## src/rtl/phy_pkg.sv

```systemverilog
// Shared PHY datapath definitions: width-select encoding and word geometry.
package phy_pkg;

  localparam int unsigned BYTE_W = 8;
  localparam int unsigned WORD_W = 32;
  localparam int unsigned LANES  = 4;
  localparam int unsigned CNT_W  = 2;
  localparam int unsigned NB_W   = 3;

  localparam logic [1:0] PCLK_W32  = 2'b00;
  localparam logic [1:0] PCLK_W16  = 2'b01;
  localparam logic [1:0] PCLK_W8   = 2'b10;
  localparam logic [1:0] PCLK_W32B = 2'b11;

  // Bytes per word for a given width select.
  function automatic logic [NB_W-1:0] pclk_bytes(input logic [1:0] pclk);
    logic [NB_W-1:0] n;
    case (pclk)
      PCLK_W16: n = NB_W'(2);
      PCLK_W8:  n = NB_W'(1);
      default:  n = NB_W'(4);
    endcase
    return n;
  endfunction

endpackage

```

## src/rtl/recibidor_width_dec.sv

```systemverilog
// Maps the PCLK width select to a byte count and the matching byte-lane mask.
module recibidor_width_dec
  import phy_pkg::*;
(
  input  logic [1:0]       pclk_i,
  output logic [NB_W-1:0]  nbytes_o,
  output logic [LANES-1:0] lane_mask_o
);

  always_comb begin
    nbytes_o = pclk_bytes(pclk_i);
    case (nbytes_o)
      NB_W'(1): lane_mask_o = 4'b0001;
      NB_W'(2): lane_mask_o = 4'b0011;
      default:  lane_mask_o = 4'b1111;
    endcase
  end

endmodule

```

## src/rtl/recibidor_8_32.sv

```systemverilog
// Byte-to-word deserializer: collects MSB-first bytes into 32/16/8-bit words.
module recibidor_8_32
  import phy_pkg::*;
#(
  parameter bit ZERO_ON_DISABLE = 1'b1
) (
  input  logic              CLK,
  input  logic              RESET_L,
  input  logic              ENB,
  input  logic [1:0]        PCLK,
  input  logic [BYTE_W-1:0] in_8,
  input  logic              valid_in,
  output logic [WORD_W-1:0] out_32,
  output logic              valid_out,
  output logic              busy
);

  logic [CNT_W-1:0]  cnt_q, cnt_d;
  logic [NB_W-1:0]   n_q, n_d;
  logic [LANES-1:0]  mask_q, mask_d;
  logic [WORD_W-1:0] acc_q, acc_d;
  logic [WORD_W-1:0] out_q, out_d;
  logic              valid_q, valid_d;
  logic              busy_q, busy_d;

  logic [NB_W-1:0]   dec_n;
  logic [LANES-1:0]  dec_mask;
  logic [NB_W-1:0]   n_c;
  logic [LANES-1:0]  mask_c;
  logic [CNT_W-1:0]  last_idx_c;
  logic [CNT_W-1:0]  lane_c;
  logic [WORD_W-1:0] word_c;
  logic [WORD_W-1:0] mask32_c;

  recibidor_width_dec u_width_dec (
    .pclk_i      (PCLK),
    .nbytes_o    (dec_n),
    .lane_mask_o (dec_mask)
  );

  // Width is sampled only at word start; the accumulator is zero whenever cnt_q is zero.
  always_comb begin
    n_c        = (cnt_q == '0) ? dec_n : n_q;
    mask_c     = (cnt_q == '0) ? dec_mask : mask_q;
    last_idx_c = CNT_W'(n_c - NB_W'(1));
    lane_c     = last_idx_c - cnt_q;
    word_c     = acc_q | (WORD_W'(in_8) << {lane_c, 3'b000});
    mask32_c   = {{BYTE_W{mask_c[3]}}, {BYTE_W{mask_c[2]}},
                  {BYTE_W{mask_c[1]}}, {BYTE_W{mask_c[0]}}};
  end

  always_comb begin
    cnt_d   = cnt_q;
    n_d     = n_q;
    mask_d  = mask_q;
    acc_d   = acc_q;
    out_d   = out_q;
    valid_d = 1'b0;
    if (!ENB) begin
      cnt_d = '0;
      acc_d = '0;
      if (ZERO_ON_DISABLE) out_d = '0;
    end else if (valid_in) begin
      n_d    = n_c;
      mask_d = mask_c;
      if (cnt_q == last_idx_c) begin
        out_d   = word_c & mask32_c;
        valid_d = 1'b1;
        cnt_d   = '0;
        acc_d   = '0;
      end else begin
        cnt_d = cnt_q + CNT_W'(1);
        acc_d = word_c;
      end
    end
    busy_d = (cnt_d != '0);
  end

  always_ff @(posedge CLK or negedge RESET_L) begin
    if (!RESET_L) begin
      cnt_q   <= '0;
      n_q     <= NB_W'(4);
      mask_q  <= 4'b1111;
      acc_q   <= '0;
      out_q   <= '0;
      valid_q <= 1'b0;
      busy_q  <= 1'b0;
    end else begin
      cnt_q   <= cnt_d;
      n_q     <= n_d;
      mask_q  <= mask_d;
      acc_q   <= acc_d;
      out_q   <= out_d;
      valid_q <= valid_d;
      busy_q  <= busy_d;
    end
  end

  assign out_32    = out_q;
  assign valid_out = valid_q;
  assign busy      = busy_q;

endmodule

```

## config.mk

```make
export PLATFORM = sky130hd
export DESIGN_NAME = recibidor_8_32
export DESIGN_NICKNAME = d
export VERILOG_FILES = /design/src/rtl/phy_pkg.sv /design/src/rtl/recibidor_width_dec.sv /design/src/rtl/recibidor_8_32.sv
export SDC_FILE = /design/constraint.sdc
export NUM_CORES = 1
export LEC_CHECK = 0
export BUFFER_PORTS_ARGS = -buffer_cell sky130_fd_sc_hd__buf_2
export CORE_MARGIN = 3
export CORE_UTILIZATION = 40
export DETAILED_ROUTE_END_ITERATION = 8
export PLACE_DENSITY = 0.71
export SLEW_MARGIN = 20
export SYNTH_ARGS = -nofsm -noshare
export SYNTH_HDL_FRONTEND = slang
export SYNTH_HIERARCHICAL = 1
export SYNTH_SLANG_ARGS = --single-unit
export TNS_END_PERCENT = 30
```

## constraint.sdc

```tcl
create_clock -name CLK -period 2.6 [get_ports CLK]
set_input_delay 0.13 -clock CLK [delete_from_list [all_inputs] [get_ports CLK]]
set_output_delay 0.13 -clock CLK [all_outputs]
set_load 0.01 [all_outputs]
```

==> results, run 1 <==
- The run finished, with violations left.
- The final reports fail on negative hold slack.
- The port buffer count is 47.
- The number of cell instances on the worst register-to-register path is 9.
- The most numerous cell type found on the critical path is sky130_fd_sc_hd__ha_1.
- The post-synthesis area per instance is between 10 and 15 µm².
- The post-CTS resize count is 0.
- The sum of met2 wire segment lengths after detailed routing is 3480 µm.
- The floorplan die width is 95.7 µm.
- The total number of vias is 2344.
- Across the VDD grid, the largest voltage drop is roughly 0.00039 V.
- The Yosys step of the flow raised 6 warnings.
- The tool flagged a number of max-cap violations equal to 0.
- The CTS tree is yes.
- The top cell types in the final layout, fill and taps aside, are sky130_fd_sc_hd__dfrtp_1 (70), sky130_fd_sc_hd__buf_2 (47), sky130_fd_sc_hd__nor2_1 (19), sky130_fd_sc_hd__o21a_1 (19), sky130_fd_sc_hd__o2bb2ai_1 (17).
- The HPWL after detailed placement is 4750 µm.
- The actual slew at the worst max-slew pin is 915 ps.
- In this run, the number of DRC markers left after iteration 0 of detailed routing was 186.
- The delay of the slowest critical-path stage is 420 ps.
- Entering global routing, the biggest net connects 75 pins.
- The time the final worst path needs with I/O delays and setup is 2440 ps.
- The count of hold buffers inserted by post-cts repair is 0.
- The classification of the worst-slack hold path is in2async.
- After detailed routing, the met3 layer carries 316 µm of wire.
- In the final routing, the length of wire on met1 measures roughly 3100 µm.
- In this run the critical register-to-register path is captured at acc_q[27].
- Data on the critical path is required at its endpoint by 2840 ps.
- The critical path is of the reg2reg type.
- The power density over cell area is 765 mW/mm².
- The arrival time of data at the critical path endpoint is 2680 ps.
- The initial utilization of the core area, before any placement, comes to 41.4%.
- For this run the aggregate overflow at the end of global routing stands at 0.
- The post-CTS setup buffer count is 0.
- The most common cell after layout, fill and taps aside is sky130_fd_sc_hd__dfrtp_1.
- For flop-to-flop paths, the worst setup slack is 160 ps.
- The cell at the slowest stage of the critical path is sky130_fd_sc_hd__dfrtp_1.
- When the netlist entered floorplanning its net count stood at 291.
- The final hold violation count came to 2.
- The worst register-to-register path begins at cnt_q[1].
- The static leakage is 1.81 nW.
- The endpoint type of the worst setup path is a register.
- Setup repair after global routing could not meet its margin everywhere.
- In the global route stage, overall resource usage came out at 16.9%.
- The placer congestion estimate is 0.835.
- The floorplan step set the die height to between 90 and 100 µm.
- Traced cell by cell, the critical path runs through inv_1, ha_1, mux2_2, ha_1, xnor2_1, xor2_1, buf_6, nor3_1, o21a_1.
- The final-layout setup total negative slack is 0 ps.
- After detailed routing, no signal wire sits above met4.
- The layout cell share with drive strength beyond 1 is 28.0%.
- The post-synthesis to final-layout area growth is 17.2%.
- The total number of nets in the final design is 333.
- The maximum count of clock buffers along a single path is 2.
- Synthesis produced ~270 cells.
- Dividing the detail-routed wire length by the instance count gives 16.8 µm.
- The number of search-and-repair iterations in the first detailed-routing pass is 4.
- The number of global-route vias before repair is 2338.
- 0 antenna diodes ended up in the layout.
- The kind of start point of the critical path is a register.
- The initial antenna violation count is 0.
- In this run the worst path has a maximum fanout of 24.
- After detailed routing, the number of vias per cell comes to ~5.6.
- The global-route wire length before repair is about 12000 µm.
- The number of primary I/O pins is 48.
- Once detail routing completed, the nets flagged for antenna violations numbered 0.
- Dividing the final minimum period by the clock period gives 93.9%.
- The H-tree level count is 3.
- The tightest hold margin is -6.28 ps.
- After detailed routing, the number of remaining DRC violations is 0.
- Clock tree synthesis selected as its root buffer the cell sky130_fd_sc_hd__clkbuf_8.
- The total power consumption of the routed design is 2.88 mW.
- The peak clock frequency supported by timing is 410 MHz.
- The total CTS buffers is 9.
- The post-route clock skew is 11.2 ps.
- The TritonCTS sink count is 74.
- The source-to-sink clock delay at the later pin of the worst-skew pair is 350 ps.
- The final count of pins violating max slew is 0.
- Wires add up to 7070 µm.
- Clock-pin slew was measured on the worst setup and hold paths at 70 ps.
- In this run the tightest slew margin relative to its limit is roughly 40%.
- The core area is 0.00777 mm².
- The row count is 32.
- Summing every instance area after synthesis gives 0.00322 mm².
- The total setup violations reported at the end of the flow is 0.
- The die covers about 0.0092 mm².
## per-layer routing
metal	vias to the layer above	track usage, %
li1	1089	-
met1	1184	22.1
met2	59	27.0
met3	12	3.95
met4	0	6.99
met5	-	0
## stage by stage
stage          util (%)  std cells  setup WS, ps  cell area [µm²]
2_1_floorplan         -        272          32.5             3220
3_3_place_gp       45.4        405           219             3530
3_5_place_dp       45.4        405           110             3530
4_1_cts            48.1        420          95.4             3730
5_1_grt            48.5        420         -8.34             3770
6_report           48.5        420           158             3770
## state kept, by name (all words and copies together), names as in the netlist
| register | cells |
|---|---|
| acc_q | 32 |
| busy | 1 |
| cnt_q | 2 |
| mask_q | 4 |
| n_q | 2 |
| out_32 | 32 |
| valid_out | 1 |
## where the power goes
group          internal (mW)  switching, mW  total [mW]
combinational          0.231          0.402       0.632
clock                  0.536          0.417       0.953
sequential              1.25         0.0475        1.30
total                   2.02          0.866        2.88
## critical path, delay by kind of cell (launching register included)
kind | cells | cell delay [ps]
XOR/XNOR | 2 | 500
buffers and inverters | 2 | 380
multiplexers | 1 | 350
AO/OA/AOI/OAI | 1 | 180
AND/OR/NAND/NOR | 1 | 100
flip-flops | 1 | 420
adder cells (fa/ha/maj) | 2 | 400
## worst max path at each step
stage             start         end  slack, ps  cells past startpoint
6_report       cnt_q[1]   acc_q[27]        160                      9
4_1_cts        cnt_q[1]  out_32[17]        100                      7
2_1_floorplan  cnt_q[1]   out_32[0]         30                     10
3_3_place_gp   cnt_q[1]   acc_q[27]        220                      9
3_5_place_dp   cnt_q[1]  out_32[17]        110                      7
5_1_grt        cnt_q[1]   acc_q[27]         -8                      9
## final cells by class
cell class	instances	area, µm²
repair buffers	57	322
fillers	733	4000
well taps	102	128
flip-flops and latches	74	1860
clock inverters	5	78.8
multi-input cells	167	1240
clock buffers	10	128
inverters	5	18.8
Power figures use the tool's default switching activity.
==> run 2, diff against run 1 <==
GPL_ROUTABILITY_DRIVEN = 0   (was default)
PLACE_DENSITY = 0.68   (was 0.71)
clock period = 2.7 ns   (was 2.6 ns; I/O delays follow)
==> run 2 against run 1 <==
The flow now finishes without violations. First-iteration DRC count down 18%. Critical path depth down 2. Non-clock buffer count up 2. Cell count up 0.71%. Power down 8.6%. Worst setup slack better by 31 ps. Largest power group unchanged. Sequential power down 4%. Worst hold slack better by 96 ps. Cell area down 0.50%. Fmax down 2.7%. Wire length down 4.2%. Via count down 2.5%.
==> results, run 2 (synthesis results as in run 1) <==
- The row count is 32 (unchanged).
- The global-route wire length before repair was 11300 µm (-3.5%).
- The actual slew at the worst max-slew pin came to 744 ps (-171 ps).
- The initial antenna violation count is 0 (unchanged).
- The number of non-filler instances in the completed layout is 423 (+0.71%).
- The run finished with clean final reports.
- The overall routing resource usage is 16.1% (-0.81 points).
- The classification of the worst-slack hold path is in2reg.
- The post-detailed-route count of antenna-violating nets is 0 (unchanged).
- The worst setup path is captured at a register.
- The master cell of the clock root buffer is sky130_fd_sc_hd__clkbuf_8.
- The layout cell share with drive strength beyond 1 is 27.7% (-0.26 points).
- The maximum count of clock buffers along a single path is 2 (unchanged).
- The final hold violation count came to 0 (-2).
- The floorplan die width came to 95.7 µm (unchanged).
- The leftover overflow at the end of global routing is 0 (unchanged).
- The core area is 0.00777 mm² (unchanged).
- The library cell used most frequently in the layout, excluding fill and tap cells, is sky130_fd_sc_hd__dfrtp_1.
- The die outline height is 95.7 µm (unchanged).
- The post-route clock skew was 6.10 ps (-5.05 ps).
- The static leakage was 1.80 nW (-0.50%).
- The via count normalized by instance count is 5.40 (-3.2%).
- The register-to-register path setup slack came to 190 ps (+30 ps).
- The pin count of the biggest net entering global routing is 49 (-35%).
- The port buffer count was 47 (unchanged).
- The number of global-route vias before repair is 2270 (-2.9%).
- The clock-pin slew on the worst setup and hold paths came to 80 ps (about the same).
- The required arrival time at the worst endpoint came to 2970 ps (+130 ps).
- The CTS tree is yes.
- The type of the worst setup path is reg2reg.
- The aggregate routed wire length was 6770 µm (-4.2%).
- The number of search-and-repair iterations in the first detailed-routing pass is 4 (unchanged).
- The instance area at placement is 0.00356 mm² (+0.92%).
- Among the stages of the critical path, the cell type that occurs most often is sky130_fd_sc_hd__ha_1.
- The total number of nets in the final design came to 335 (+0.60%).
- The worst relative slew slack is 50.4% (+11 points).
- The total CTS buffers is 9 (unchanged).
- The number of violations reported at the end of detailed-routing iteration 0 came to 153 (-18%).
- The number of DRC violations after detailed routing is 0 (unchanged).
- The largest fanout of any net on the critical path came to 8 (-67%).
- The average routed wire per standard cell is 16.0 µm (-4.9%).
- The source-to-sink clock delay at the later pin of the worst-skew pair came to 350 ps (about the same).
- The slowest stage of the critical path belongs to the cell sky130_fd_sc_hd__or3_1.
- The final count of pins violating max slew is 0 (unchanged).
- The power density over cell area came to 703 mW/mm² (-8.1%).
- The final standard cell utilization of the core is 48.3% (-0.24 points).
- The die area is 0.00915 mm² (unchanged).
- The final-layout setup total negative slack is 0 ps (unchanged).
- In the layout the commonest cells are sky130_fd_sc_hd__dfrtp_1 (70), sky130_fd_sc_hd__buf_2 (47), sky130_fd_sc_hd__nor2_1 (19), sky130_fd_sc_hd__o21a_1 (19), sky130_fd_sc_hd__o2bb2ai_1 (17).
- The arrival time of data at the critical path endpoint is 2780 ps (+100 ps).
- The post-synthesis to final-layout area growth is 16.6%.
- The peak clock frequency supported by timing is 398 MHz (-2.7%).
- The delay of the slowest critical-path stage is 550 ps (+130 ps).
- The number of primary I/O pins came to 48 (unchanged).
- The area of all placed cells without fillers was 0.00375 mm² (-0.50%).
- The initial core utilization was 41.4% (unchanged).
- The final critical-path share of the clock period is 93.0% (-0.93 points).
- The time the final worst path needs with I/O delays and setup is 2510 ps (+68.8 ps).
- The number of cells after detailed placement is 406 (+0.25%).
- The number of filler instances in the final layout is 732 (-0.14%).
- The maximum resistive drop on vdd is 0.000379 V (-1.6%).
- The TritonCTS sink count came to 74 (unchanged).
- The total setup violations reported at the end of the flow is 0 (unchanged).
- The total number of vias is 2286 (-2.5%).
- The count of max-cap constraint violations is 0 (unchanged).
- Setup repair after global routing left no endpoint under its margin.
- Walking the worst path, the cells encountered are inv_1, ha_1, mux2_2, ha_1, nand3_1, or3_1, o2bb2ai_1.
- STA classifies the critical path startpoint as a register.
- The H-tree level count came to 3 (unchanged).
- The HPWL after detailed placement is 4650 µm (-2.0%).
- The number of antenna diodes is 0 (unchanged).
[run 2: power by group]
part	internal (mW)	total [mW]	switching, mW
sequential	1.20	1.25	0.0467
clock	0.360	0.785	0.425
combinational	0.226	0.600	0.374
[run 2: what timing repair did]
| action | 4_1_cts | 5_1_grt |
|---|---|---|
| resized for setup | 0 | 0 |
| buffers inserted | 0 | 0 |
| hold buffers | 1 | 0 |
| hold endpoints to repair | 32 | 0 |
[run 2: metrics by stage]
step	hold slack (ps)	setup slack, ps	power, mW
2_1_floorplan	-161	132	1.70
3_3_place_gp	238	333	1.86
3_5_place_dp	242	243	1.87
4_1_cts	78.7	193	2.65
5_1_grt	94.6	30.4	2.78
6_report	89.8	189	2.63
[run 2: cell type report]
| type | instances | area [µm²] | share of cell area (%) |
|---|---|---|---|
| Timing Repair Buffer | 59 | 353 | 9.41 |
| Clock buffer | 10 | 138 | 3.67 |
| Multi-Input combinational cell | 167 | 1210 | 32.4 |
| Tap cell | 102 | 128 | 3.40 |
| Clock inverter | 6 | 40.0 | 1.07 |
| Sequential cell | 74 | 1860 | 49.5 |
| Inverter | 5 | 18.8 | 0.501 |
[run 2: path summary, 6_finish.rpt]
kind	start	to	cells past startpoint
min reg2reg	acc_q[15]	acc_q[15]	1
max	cnt_q[1]	out_32[16]	7
max reg2reg	cnt_q[1]	out_32[16]	7
min	ENB	cnt_q[0]	2
min in group asynchronous	RESET_L	out_32[29]	2
max in group asynchronous	RESET_L	mask_q[3]	3
[run 2: per-layer routing]
metal  share of wire, %  wire, µm  up-vias  global-route usage, %
met3                3.9       266        7                   3.71
met4                1.4        93        0                   6.04
met2                 47      3180       49                   24.3
met5                  0         0        -                      0
li1                   -         -     1103                      -
met1                 48      3240     1127                   22.5
[run 2: worst max-delay path: cells and delay by family (launching register included)]
family                     cells  cell delay [ps]
and+or+nand+nor                2              750
adders and majority gates      2              560
DFF                            1              420
muxes                          1              360
AOI/OAI and AO/OA              1              200
buffers and inverters          1              150
==> run 3, diff against run 2 <==
--- a/config.mk
+++ b/config.mk
@@ -11,5 +11,5 @@
 export DETAILED_ROUTE_END_ITERATION = 8
 export GPL_ROUTABILITY_DRIVEN = 0
-export PLACE_DENSITY = 0.68
+export PLACE_DENSITY = 0.64
 export SLEW_MARGIN = 20
 export SYNTH_ARGS = -nofsm -noshare
==> constraint.sdc (replaced) <==
create_clock -name CLK -period 2.7 [get_ports CLK]
set_input_delay 0.135 -clock CLK [delete_from_list [all_inputs] [get_ports CLK]]
set_output_delay 0.135 -clock CLK [all_outputs]
set_load 0.02 [all_outputs]
==> run 3 against run 2 <==
Core utilization is 0.81 points higher. Highest routed layer unchanged. Cell area is 1.7% higher. Cell count is 0.24% lower. Die area stayed put. Critical path type unchanged. Sequential power hardly changed.
==> results, run 3 (synthesis results as in run 1) <==
- The area of all placed cells without fillers is 0.00381 mm² (+1.7%).
- The peak clock frequency supported by timing was 403 MHz (+1.1%).
- The post-CTS resize count came to 0 (unchanged).
- The register-to-register path setup slack is 220 ps (+30 ps).
- The HPWL after detailed placement came to 4620 µm (-0.58%).
- The number of antenna diodes came to 0 (unchanged).
- The final critical-path share of the clock period came to 92.0% (-1.0 points).
- The initial antenna violation count came to 0 (unchanged).
- The actual slew at the worst max-slew pin is 648 ps (-96.1 ps).
- The worst register-to-register path ends at out_32[16].
- The TritonCTS sink count is 74 (unchanged).
- The total setup violations reported at the end of the flow came to 0 (unchanged).
- TritonCTS built the clock tree.
- The arrival time of data at the critical path endpoint is 2750 ps (-30 ps).
- The number of DRC violations after detailed routing is 0 (unchanged).
- The pin count of the biggest net entering global routing is 47 (-4.1%).
- The number of cell instances on the worst register-to-register path is 7 (unchanged).
- The classification of the worst-slack hold path is in2reg.
- The post-detailed-route count of antenna-violating nets was 0 (unchanged).
- The global-route wire length before repair is 11500 µm (+1.2%).
- Leaving out fill and tap cells, the most frequent cell in the layout is sky130_fd_sc_hd__dfrtp_1.
- The aggregate routed wire length was 6880 µm (+1.6%).
- The total power consumption of the routed design came to 2.88 mW (+9.2%).
- The final-layout setup total negative slack is 0 ps (unchanged).
- The source-to-sink clock delay at the later pin of the worst-skew pair is 340 ps (about the same).
- The port buffer count is 47 (unchanged).
- The number of filler instances in the final layout is 734 (+0.27%).
- The run finished with clean final reports.
- The instance area at placement is 0.00355 mm² (-0.21%).
- In this run the worst setup path begins at cnt_q[1].
- The maximum resistive drop on vdd is 0.000306 V (-19%).
- The total CTS buffers is 9 (unchanged).
- The H-tree level count was 3 (unchanged).
- The time the final worst path needs with I/O delays and setup is 2480 ps (-27.6 ps).
- The count of hold buffers inserted by post-cts repair is 1 (unchanged).
- The switching share of power was 28.9% (-3.2 points).
- The static leakage was 1.83 nW (+1.6%).
- In this design, the critical path's most frequently occurring cell is sky130_fd_sc_hd__ha_1.
- The post-synthesis to final-layout area growth is 18.5%.
- The switching power is 832 µW (-1.6%).
- The top cell types in the final layout, fill and taps aside, are sky130_fd_sc_hd__dfrtp_1 (70), sky130_fd_sc_hd__buf_2 (47), sky130_fd_sc_hd__nor2_1 (19), sky130_fd_sc_hd__o21a_1 (19), sky130_fd_sc_hd__o2bb2ai_1 (17).
- The worst relative slew slack is 56.8% (+6.4 points).
- The final worst-path setup slack is 217 ps (+27.6 ps).
- In this run the worst setup path terminates at out_32[16].
- The total area of sequential cells is 0.00186 mm² (unchanged).
- The floorplan die width is 95.7 µm (unchanged).
- The critical path is of the reg2reg type.
- The critical path goes through inv_1, ha_1, mux2_2, ha_1, nand3_1, or3_1, o2bb2ai_1.
- The portion of total power attributed to sequential cells came to 43.4% (-4.0 points).
- The cell-internal power was 2.04 mW (+14%).
- The clock share of power is 35.6% (+5.8 points).
- The die outline height is 95.7 µm (unchanged).
- The required arrival time at the worst endpoint was 2960 ps (about the same).
- The number of search-and-repair iterations in the first detailed-routing pass was 4 (unchanged).
- The final count of pins violating max slew is 0 (unchanged).
- The average routed wire per standard cell is 16.3 µm (+1.8%).
- The cell at the slowest stage of the critical path is sky130_fd_sc_hd__or3_1.
- Setup repair after global routing left no endpoint under its margin.
- The number of global-route vias before repair is 2274 (+0.18%).
- The post-CTS setup buffer count came to 0 (unchanged).
- STA classifies the critical path endpoint as a register.
- The layout cell share with drive strength beyond 1 is 27.5% (-0.23 points).
- The via count normalized by instance count is 5.53 (+2.3%).
- The maximum count of clock buffers along a single path is 2 (unchanged).
- The total number of nets in the final design is 334 (-0.30%).
- In this run the clock root is driven by a sky130_fd_sc_hd__clkbuf_8.
- The die area came to 0.00915 mm² (unchanged).
- The clock-pin slew on the worst setup and hold paths came to 80 ps (about the same).
- The area occupied by multi-input gates came to 0.00121 mm² (unchanged).
- The number of violations reported at the end of detailed-routing iteration 0 is 208 (+36%).
- The initial core utilization was 41.4% (unchanged).
- The total number of vias came to 2333 (+2.1%).
- The kind of start point of the critical path is a register.
- The number of primary I/O pins is 48 (unchanged).
- The core area is 0.00777 mm² (unchanged).
- The delay of the slowest critical-path stage is 560 ps (about the same).
- The worst register-to-register path begins at cnt_q[1].
- The power density over cell area came to 755 mW/mm² (+7.4%).
- The fraction of power consumed by combinational cells was 21.0% (-1.8 points).
- The final hold violation count came to 0 (unchanged).
- The count of max-cap constraint violations came to 0 (unchanged).
- The post-route clock skew is 6.37 ps (+0.265 ps).
- The row count is 32 (unchanged).
- The largest fanout of any net on the critical path is 8 (unchanged).
- The overall routing resource usage is 16.1% (+0.047 points).
- The leftover overflow at the end of global routing is 0 (unchanged).
- The worst setup timing slack at the placement stage is 240 ps (-2.95 ps).
[run 3: changes by cell type in the layout (fill, tap and decap cells not counted), sizes merged]
cell      delta
inv          -2
clkinvlp     -1
clkinv       -2
bufinv       +2
clkbuf       +3
buf          -1
[run 3: worst min-delay path by stage]
stage	end	depth (start not counted)	from	slack [ps]
floorplan	acc_q[0]	0	RESET_L	-160
global placement	out_32[29]	1	RESET_L	200
detailed placement	out_32[29]	1	RESET_L	210
CTS	cnt_q[1]	2	ENB	90
global route	cnt_q[1]	2	ENB	100
finish	cnt_q[1]	2	ENB	100
[run 3: per-layer routing]
layer / GRT usage (%) / up-vias / share of wire, %
met1: 23.9 / 1161 / 49
met2: 23.2 / 65 / 45
met5: 0 / - / 0
li1: - / 1099 / -
met3: 3.39 / 8 / 4.6
met4: 5.81 / 0 / 1.1
[run 3: per-stage QoR]
stage          cells  utilization, %  hold WS (ps)
5_1_grt          422            49.1          99.7
3_5_place_dp     405            45.7           206
2_1_floorplan    272               -          -161
4_1_cts          422            49.1          87.7
3_3_place_gp     405            45.7           200
6_report         422            49.1           104
[run 3: power groups by stage]
stage / Clock, mW / Sequential, mW / Combinational (mW)
6_report: 1.02 / 1.25 / 0.602
2_1_floorplan: 0 / 1.27 / 0.437
4_1_cts: 1.05 / 1.25 / 0.606
5_1_grt: 1.09 / 1.26 / 0.673
3_3_place_gp: 0 / 1.27 / 0.593
3_5_place_dp: 0 / 1.27 / 0.603
[run 3: final cells by class]
cell class,instances,area share [%]
Tap cell,102,3.35
Clock inverter,3,1.81
Timing Repair Buffer,58,9.06
Multi-Input combinational cell,167,31.9
Sequential cell,74,48.7
Inverter,5,0.492
Clock buffer,13,4.69
[run 3: critical path, delay by kind of cell, from the launching register on]
kind | cells | cell delay (ps)
flip-flops | 1 | 420
AO/OA/AOI/OAI | 1 | 190
multiplexers | 1 | 360
adder cells (fa/ha/maj) | 2 | 530
buffers and inverters | 1 | 150
AND/OR/NAND/NOR | 2 | 760
